[src/rtl/ascon_host_seq.sv]
// Host-side sequencer for the Ascon core: turns one job command plus a flat
// word stream into the core's key/bdi/bdo/auth traffic and returns its output.
module ascon_host_seq #(
    parameter int CCW   = 32,
    parameter int CCSW  = 32,
    parameter int LEN_W = 16
) (
    input  logic             clk,
    input  logic             rst,
    input  logic             cmd_valid,
    output logic             cmd_ready,
    input  logic [1:0]       cmd_op,
    input  logic             cmd_new_key,
    input  logic [LEN_W-1:0] cmd_ad_len,
    input  logic [LEN_W-1:0] cmd_msg_len,
    input  logic [CCW-1:0]   in_data,
    input  logic             in_valid,
    output logic             in_ready,
    output logic [CCW-1:0]   out_data,
    output logic             out_valid,
    input  logic             out_ready,
    output logic [3:0]       out_type,
    output logic             out_last,
    output logic             done,
    output logic             done_auth,
    output logic             done_err,
    output logic             busy,
    output logic [CCSW-1:0]  key,
    output logic             key_valid,
    input  logic             key_ready,
    output logic [CCW-1:0]   bdi,
    output logic             bdi_valid,
    input  logic             bdi_ready,
    output logic [3:0]       bdi_type,
    output logic             bdi_eot,
    output logic             bdi_eoi,
    output logic             decrypt,
    output logic             hash,
    input  logic [CCW-1:0]   bdo,
    input  logic             bdo_valid,
    output logic             bdo_ready,
    input  logic [3:0]       bdo_type,
    input  logic             bdo_eot,
    input  logic             auth,
    input  logic             auth_valid,
    output logic             auth_ready
);

    localparam logic [3:0] D_NULL  = 4'd0;
    localparam logic [3:0] D_NONCE = 4'd1;
    localparam logic [3:0] D_AD    = 4'd2;
    localparam logic [3:0] D_PTCT  = 4'd3;
    localparam logic [3:0] D_TAG   = 4'd4;

    typedef enum logic [3:0] {
        S_IDLE, S_KEY, S_NONCE, S_AD, S_PTCT,
        S_TAGI, S_TAGO, S_HOUT, S_AUTH, S_FIN
    } state_t;

    state_t           state;
    state_t           tag_st;
    state_t           msg_st;
    logic [LEN_W-1:0] cnt;
    logic [LEN_W-1:0] ad_len;
    logic [LEN_W-1:0] msg_len;
    logic             last;
    logic             in_xfer;
    logic             out_xfer;

    assign tag_st    = decrypt ? S_TAGI : S_TAGO;
    assign msg_st    = (msg_len != '0) ? S_PTCT : tag_st;
    assign in_xfer   = in_valid & in_ready;
    assign out_xfer  = out_valid & out_ready;
    assign cmd_ready = (state == S_IDLE) && !rst;
    assign busy      = (state != S_IDLE);

    // Data passthroughs are forced to zero outside their owning states.
    always_comb begin
        key        = '0;
        key_valid  = 1'b0;
        bdi        = '0;
        bdi_valid  = 1'b0;
        bdi_type   = D_NULL;
        bdi_eot    = 1'b0;
        bdi_eoi    = 1'b0;
        in_ready   = 1'b0;
        out_data   = '0;
        out_valid  = 1'b0;
        out_type   = D_NULL;
        out_last   = 1'b0;
        bdo_ready  = 1'b0;
        auth_ready = 1'b0;
        last       = 1'b0;
        unique case (state)
            S_KEY: begin
                key       = in_data;
                key_valid = in_valid;
                in_ready  = key_ready;
                last      = (cnt == LEN_W'(3));
            end
            S_NONCE: begin
                bdi       = in_data;
                bdi_valid = in_valid;
                in_ready  = bdi_ready;
                bdi_type  = D_NONCE;
                last      = (cnt == LEN_W'(3));
                bdi_eot   = last;
                bdi_eoi   = last && (ad_len == '0) && (msg_len == '0);
            end
            S_AD: begin
                bdi       = in_data;
                bdi_valid = in_valid;
                in_ready  = bdi_ready;
                bdi_type  = D_AD;
                last      = (cnt == ad_len - LEN_W'(1));
                bdi_eot   = last;
                bdi_eoi   = last && (hash || (msg_len == '0));
            end
            S_PTCT: begin
                bdi       = in_data;
                bdi_valid = in_valid;
                in_ready  = bdi_ready & out_ready;
                bdi_type  = D_PTCT;
                last      = (cnt == msg_len - LEN_W'(1));
                bdi_eot   = last;
                bdi_eoi   = last;
                out_data  = bdo;
                out_valid = bdo_valid;
                out_type  = bdo_type;
                bdo_ready = out_ready;
            end
            S_TAGI: begin
                bdi       = in_data;
                bdi_valid = in_valid;
                in_ready  = bdi_ready;
                bdi_type  = D_TAG;
                last      = (cnt == LEN_W'(3));
                bdi_eot   = last;
            end
            S_TAGO, S_HOUT: begin
                out_data  = bdo;
                out_valid = bdo_valid;
                out_type  = bdo_type;
                out_last  = bdo_eot;
                bdo_ready = out_ready;
            end
            S_AUTH: auth_ready = 1'b1;
            default: ;
        endcase
    end

    always_ff @(posedge clk or posedge rst) begin
        if (rst) begin
            state     <= S_IDLE;
            cnt       <= '0;
            ad_len    <= '0;
            msg_len   <= '0;
            decrypt   <= 1'b0;
            hash      <= 1'b0;
            done      <= 1'b0;
            done_auth <= 1'b0;
            done_err  <= 1'b0;
        end else begin
            done <= 1'b0;
            if (in_xfer)
                cnt <= cnt + LEN_W'(1);
            unique case (state)
                S_IDLE: if (cmd_valid) begin
                    ad_len    <= cmd_ad_len;
                    msg_len   <= cmd_msg_len;
                    cnt       <= '0;
                    done_auth <= 1'b0;
                    done_err  <= 1'b0;
                    if (cmd_op == 2'd3 || (cmd_op == 2'd2 && cmd_ad_len == '0)) begin
                        done_err <= 1'b1;
                        done     <= 1'b1;
                        state    <= S_FIN;
                    end else if (cmd_op == 2'd2) begin
                        hash  <= 1'b1;
                        state <= S_AD;
                    end else begin
                        decrypt <= cmd_op[0];
                        state   <= cmd_new_key ? S_KEY : S_NONCE;
                    end
                end
                S_KEY: if (in_xfer && last) begin
                    cnt   <= '0;
                    state <= S_NONCE;
                end
                S_NONCE: if (in_xfer && last) begin
                    cnt   <= '0;
                    state <= (ad_len != '0) ? S_AD : msg_st;
                end
                S_AD: if (in_xfer && last) begin
                    cnt   <= '0;
                    state <= hash ? S_HOUT : msg_st;
                end
                S_PTCT: if (in_xfer && last) begin
                    cnt   <= '0;
                    state <= tag_st;
                end
                S_TAGI: if (in_xfer && last) begin
                    cnt   <= '0;
                    state <= S_AUTH;
                end
                S_TAGO, S_HOUT: if (out_xfer && bdo_eot) begin
                    done  <= 1'b1;
                    state <= S_FIN;
                end
                S_AUTH: if (auth_valid) begin
                    done_auth <= auth;
                    done      <= 1'b1;
                    state     <= S_FIN;
                end
                S_FIN: begin
                    cnt     <= '0;
                    decrypt <= 1'b0;
                    hash    <= 1'b0;
                    state   <= S_IDLE;
                end
                default: state <= S_IDLE;
            endcase
        end
    end

endmodule

[config.mk]
export PLATFORM = sky130hd
export DESIGN_NAME = ascon_host_seq
export DESIGN_NICKNAME = d
export VERILOG_FILES = /design/src/rtl/ascon_host_seq.sv
export SDC_FILE = /design/constraint.sdc
export NUM_CORES = 1
export LEC_CHECK = 0
export CAP_MARGIN = 20
export CORE_MARGIN = 1.5
export CORE_UTILIZATION = 45
export DETAILED_ROUTE_END_ITERATION = 8
export GPL_TIMING_DRIVEN = 0
export PLACE_DENSITY_LB_ADDON = 0.08
export SLEW_MARGIN = 20
export SYNTH_ARGS = -nofsm -noshare
export SYNTH_HDL_FRONTEND = slang
export SYNTH_SLANG_ARGS = --single-unit
[constraint.sdc]
create_clock -name clk -period 7.68 [get_ports clk]
set_input_delay 2.304 -clock clk [delete_from_list [all_inputs] [get_ports clk]]
set_output_delay 2.304 -clock clk [all_outputs]
set_load 0.005 [all_outputs]
* Word level (Yosys, flattened, before mapping)
Cells that the tools add are included.
** Word-level totals
- Input port bits :: 114
- Logic and storage cells :: 122
- Output and inout port bits :: 120
- Register bits after elaboration :: 57
** Operators by class
- Reductions and logical operators :: 31
- Multiplexer cells :: 51
- Add/subtract/negate cells :: 3
- Bitwise logic cells :: 3
- Eq/ne operators :: 25
** Operator list (count)
- $mux W32 :: 3
- $logic_not A16 Y1 :: 3
- $mux W16 :: 3
- $pmux W16 S3 :: 1
- $mux W4 :: 10
- $eq A16 B16 Y1 :: 2
- $pmux W4 S8 :: 1
- $reduce_bool A16 Y1 :: 2
- $sub A16 B1 Y16 const B :: 2
- $ne A2 B2 Y1 const B :: 10
- $mux W1 :: 18
- $add A16 B1 Y16 const B :: 1
- $eq A16 B2 Y1 const B :: 1
- $eq A4 B3 Y1 const B :: 4
- $pmux W1 S3 :: 5
- $pmux W3 S4 :: 1
- $mux W2 :: 5
- $reduce_or A3 Y1 :: 3
- $eq A4 B2 Y1 const B :: 2
- $eq A4 B4 Y1 const B :: 2
- $reduce_and A4 Y1 :: 2
- $reduce_and A8 Y1 :: 1
- $logic_and A1 B1 Y1 :: 7
- $pmux W1 S2 :: 3
- 15 further kinds :: 21

* Logic depth before layout (Yosys ltp)
- Word-level depth :: 7
- Depth in mapped cells :: 13

* Worst setup path before layout
No wires, ideal clock.
- Path type :: in2out
- From :: in out_ready
- To :: out in_ready
- Arrival time :: 2.755 ns
- Stages on the path :: 3
- Setup slack :: 2.621 ns
- Buffers on the path :: 0
- Data required time :: 5.376 ns
- Cells stage by stage :: nor2_1 o21ai_0 a32o_1
** On the way
- Word-level cells in the longest chain between the ends :: 2
** Ends and longest elaborated chain
- from (decl) :: line 21 : input logic out_ready,
- $and A1 B1 Y1 :: line 122 : in_ready = bdi_ready & out_ready;
- $pmux W1 S3 :: line 94 : unique case (state)
- to (decl) :: line 18 : output logic in_ready,
No other way between the ends.

* Final worst setup path
Ends and elaborated chain as after synthesis.

==> impl_metrics.ini <==
[power_and_ir_drop]
p_total_uw = 2370
ir_drop_v = 0.000172
powerDensity_nw_per_um2 = 321
leakagePower_uw = 0.00313

[placed_design]
routabilityCongestion = 0.909
place_area_um2 = 7170
port_buffers = 232
dp_hpwl_mm = 14.2

[setup_path]
crit_slowest_cell = clkdlybuf4s50_1
crit_arrival_ps = 3980
critical_path_class = in -> out
cp_max_fo = 4
cp.required_ps = 5380
cp_cell_sequence = clkdlybuf4s50_1 > nor2_1 > o21ai_0 > a32o_1 > clkdlybuf4s50_1
worstPathBufferInverterCount = 2
startpoint = out_ready
r2r-start = msg_len[0]$_DFFE_PP0P_
crit_family = buffers and inverters
cp-end-kind = output pin
startpoint_type = input pin
crit_path_frequent_cell = clkdlybuf4s50_1
cp_slowest_stage_delay_ps = 560

[die]
top_level_ports = 234
core-area_um2 = 10200
fp.dieW_um = 105
dieArea_um2 = 11000
die_h_um = 105
std_cell_rows = 37
start_util_pct = 45.9

[synth]
synth.largest_area_cell = dfrtp_1
synthCells = 621
yosys.area_share.simple_pct = 41.1
yosysWarnings = 0
ys_seq_area_share_pct = 30.5
synth_top_family_by_area = simple AND/OR/NAND/NOR gates
syn-num-nets = 738
ys_ff_latch = 57
yosysTopAreaCellShare_pct = 30.5
synth_ff_type = dfrtp_1
synth_edf_count = 0
synthTopCellsByArea = dfrtp_1 (31%), and2_1 (9.4%), nand2_1 (8.8%), and3_1 (5.9%), xnor2_1 (4.9%)
synthAdderAreaFrac_pct = 0.803
synth_xor_area_share_pct = 9.37
syn_area_per_cell_um2 = 7.53
synth_cell_type_count = 62
async_flop_share_pct = 100
muxShareOfSynthArea_pct = 1.66
synth-compound-area-share_pct = 11.2
synthesis.area_um2 = 4680

[final_layout]
area_growth_syn_to_layout_pct = 57.7
finish.net_count = 981
drive_gt1_share_pct = 3.80
diodes = 0
stdcell_area_um2 = 7370

[cts]
cts_sinks = 57
clkLatencyLatePin_ps = 350
clkTransAtPathRegs_ps = 70
cts-htree-levels = 3
cts_tree = yes
post_cts_resized = 0
post-cts-setup-buffers = 0
cts-buffers-inserted = 9
clockBufferDepth = 2
hold_buffers = 0
clockRootBuffer = clkbuf_8

[timing]
slew_viol_final = 0
max_freq_mhz = 159
period_share_pct = 81.8
finalSetupViolations = 0
finalSetupTns_ps = 0
slew_headroom_pct = 31.9
finClkSkew_ps = 15.6
worst_slew_pin_slew_ps = 1010
hold_violations = 0
fin_crit_ps = 6280
rsz0062_at_grt = no

[global_routing]
grt_pass1_wl_mm = 28.3
grt_usage_pct = 32.5
antenna_found_initial = 0
overflow = 0
grt_pass1_vias = 5525
grt_max_degree = 58

[job]
cap_violations = 0

[routing]
final_antenna_net_count = 0
routed_wl_mm = 17.8
avgRoutedWirePerCell_um = 17.7
vias_per_cell = 5.47
drc = 0
first_pass_iters = 8
vias = 5497
drtIter0Drc = 460

[hold_path]
hold_path.class = reg -> reg
worstHoldStart = done_err$_DFFE_PP0P_

[outcome]
status = completed
logic make-up (layout without fill, tap and decap cells):
family	count (synthesis)	in the layout
AO/OA/AOI/OAI	78	78
XOR/XNOR	50	50
adder cells (fa/ha/maj)	3	3
buffers and inverters	60	308
flip-flops	57	57
multiplexers	7	7
other	1	1
AND/OR/NAND/NOR	365	365
power breakdown:
part / leakage, µW / internal, µW / switching, µW / total [µW]
Combinational: 0.00230 / 768 / 758 / 1530
Clock: 0.0000921 / 152 / 145 / 297
Sequential: 0.000731 / 404 / 142 / 546
tightest hold or removal path, cell delays in order (launching register included):
cell     delay [ps]
dfrtp_1         360
nand2_1          60
nand2_1          60
layout make-up:
class,instances,area (µm²)
inverter,13,51.3
clock buffer,9,124
buffer,47,199
tap,136,170
multi-input combinational,504,3000
sequential,57,1430
fill,806,2810
clock inverter,7,78.8
timing repair buffer,232,2320
per-stage QoR:
step           hold WS, ps  std cells  setup WS [ps]  utilization, %
6_report               514       1005           1400            72.4
5_1_grt                552       1005           1310            72.4
4_1_cts                516       1005           1450            72.4
3_5_place_dp           492        989           1450            70.4
3_3_place_gp           484        989           1420            70.4
2_1_floorplan          470        621           2620               -
final timing paths:
kind | end | slack, ps | depth (start not counted)
setup / recovery | in_ready | 1400 | 5
hold / removal | done_err$_DFFE_PP0P_ | 510 | 2
setup reg to reg | cnt[7]$_DFF_PP0_ | 4050 | 13
hold reg to reg | done_err$_DFFE_PP0P_ | 510 | 2
max in group asynchronous | state[3]$_DFFE_PP0P_ | 4740 | 2
min in group asynchronous | decrypt$_DFFE_PP0P_ | 2450 | 2
cells in the final DEF, fill, tap and decap left out, types with 4 or more instances in the layout:
cell type and n:
clkdlybuf4s50_1 232, nand2_1 109, and2_1 70, dfrtp_1 57, and3_1 44, clkbuf_1 41, nor2_1 39, xnor2_1 26
xor2_1 24, o21ai_0 21, nand3_1 17, nor3_1 17, nor4_1 17, a21oi_1 14, inv_1 11, nand4_1 10
clkbuf_8 9, nand2b_1 6, nor3b_1 6, or4_1 5, o211ai_1 5, a211oi_1 5, or3_1 5, nand3b_1 4
o21a_1 4, mux2i_1 4
Yosys cell counts (3+ instances only):
cell      number
nor3b_1        6
xor2_1        24
nor2_1        39
inv_1         12
ha_1           3
clkbuf_1      41
nor2b_1        3
nand3b_1       4
nand2_1      109
nand4_1       10
and2_1        70
nor4b_1        3
xnor2_1       26
o21ai_0       21
nand2b_1       6
nor4_1        17
or3_1          5
or2_2          3
mux2i_1        4
a211oi_1       5
o21a_1         4
a21oi_1       14
or4_1          5
o22ai_1        3
dfrtp_1       57
nor3_1        17
o211ai_1       5
nand3_1       17
buf_2          3
and3_1        44
state kept, by name, summed over array words and instances, names as in the netlist:
signal / count
hash: 1
decrypt: 1
done: 1
ad_len: 16
cnt: 16
done_err: 1
state: 4
done_auth: 1
msg_len: 16
per-layer routing:
metal / routed length [µm] / vias up / part of all wire (%) / global-route usage, %
li1: - / 2630 / - / -
met1: 7070 / 2606 / 40 / 38.4
met2: 9000 / 225 / 51 / 57.2
met3: 1310 / 36 / 7.4 / 8.42
met4: 410 / 0 / 2.3 / 10.9
met5: 0 / - / 0 / 0
(Power assumes the default switching activity.)
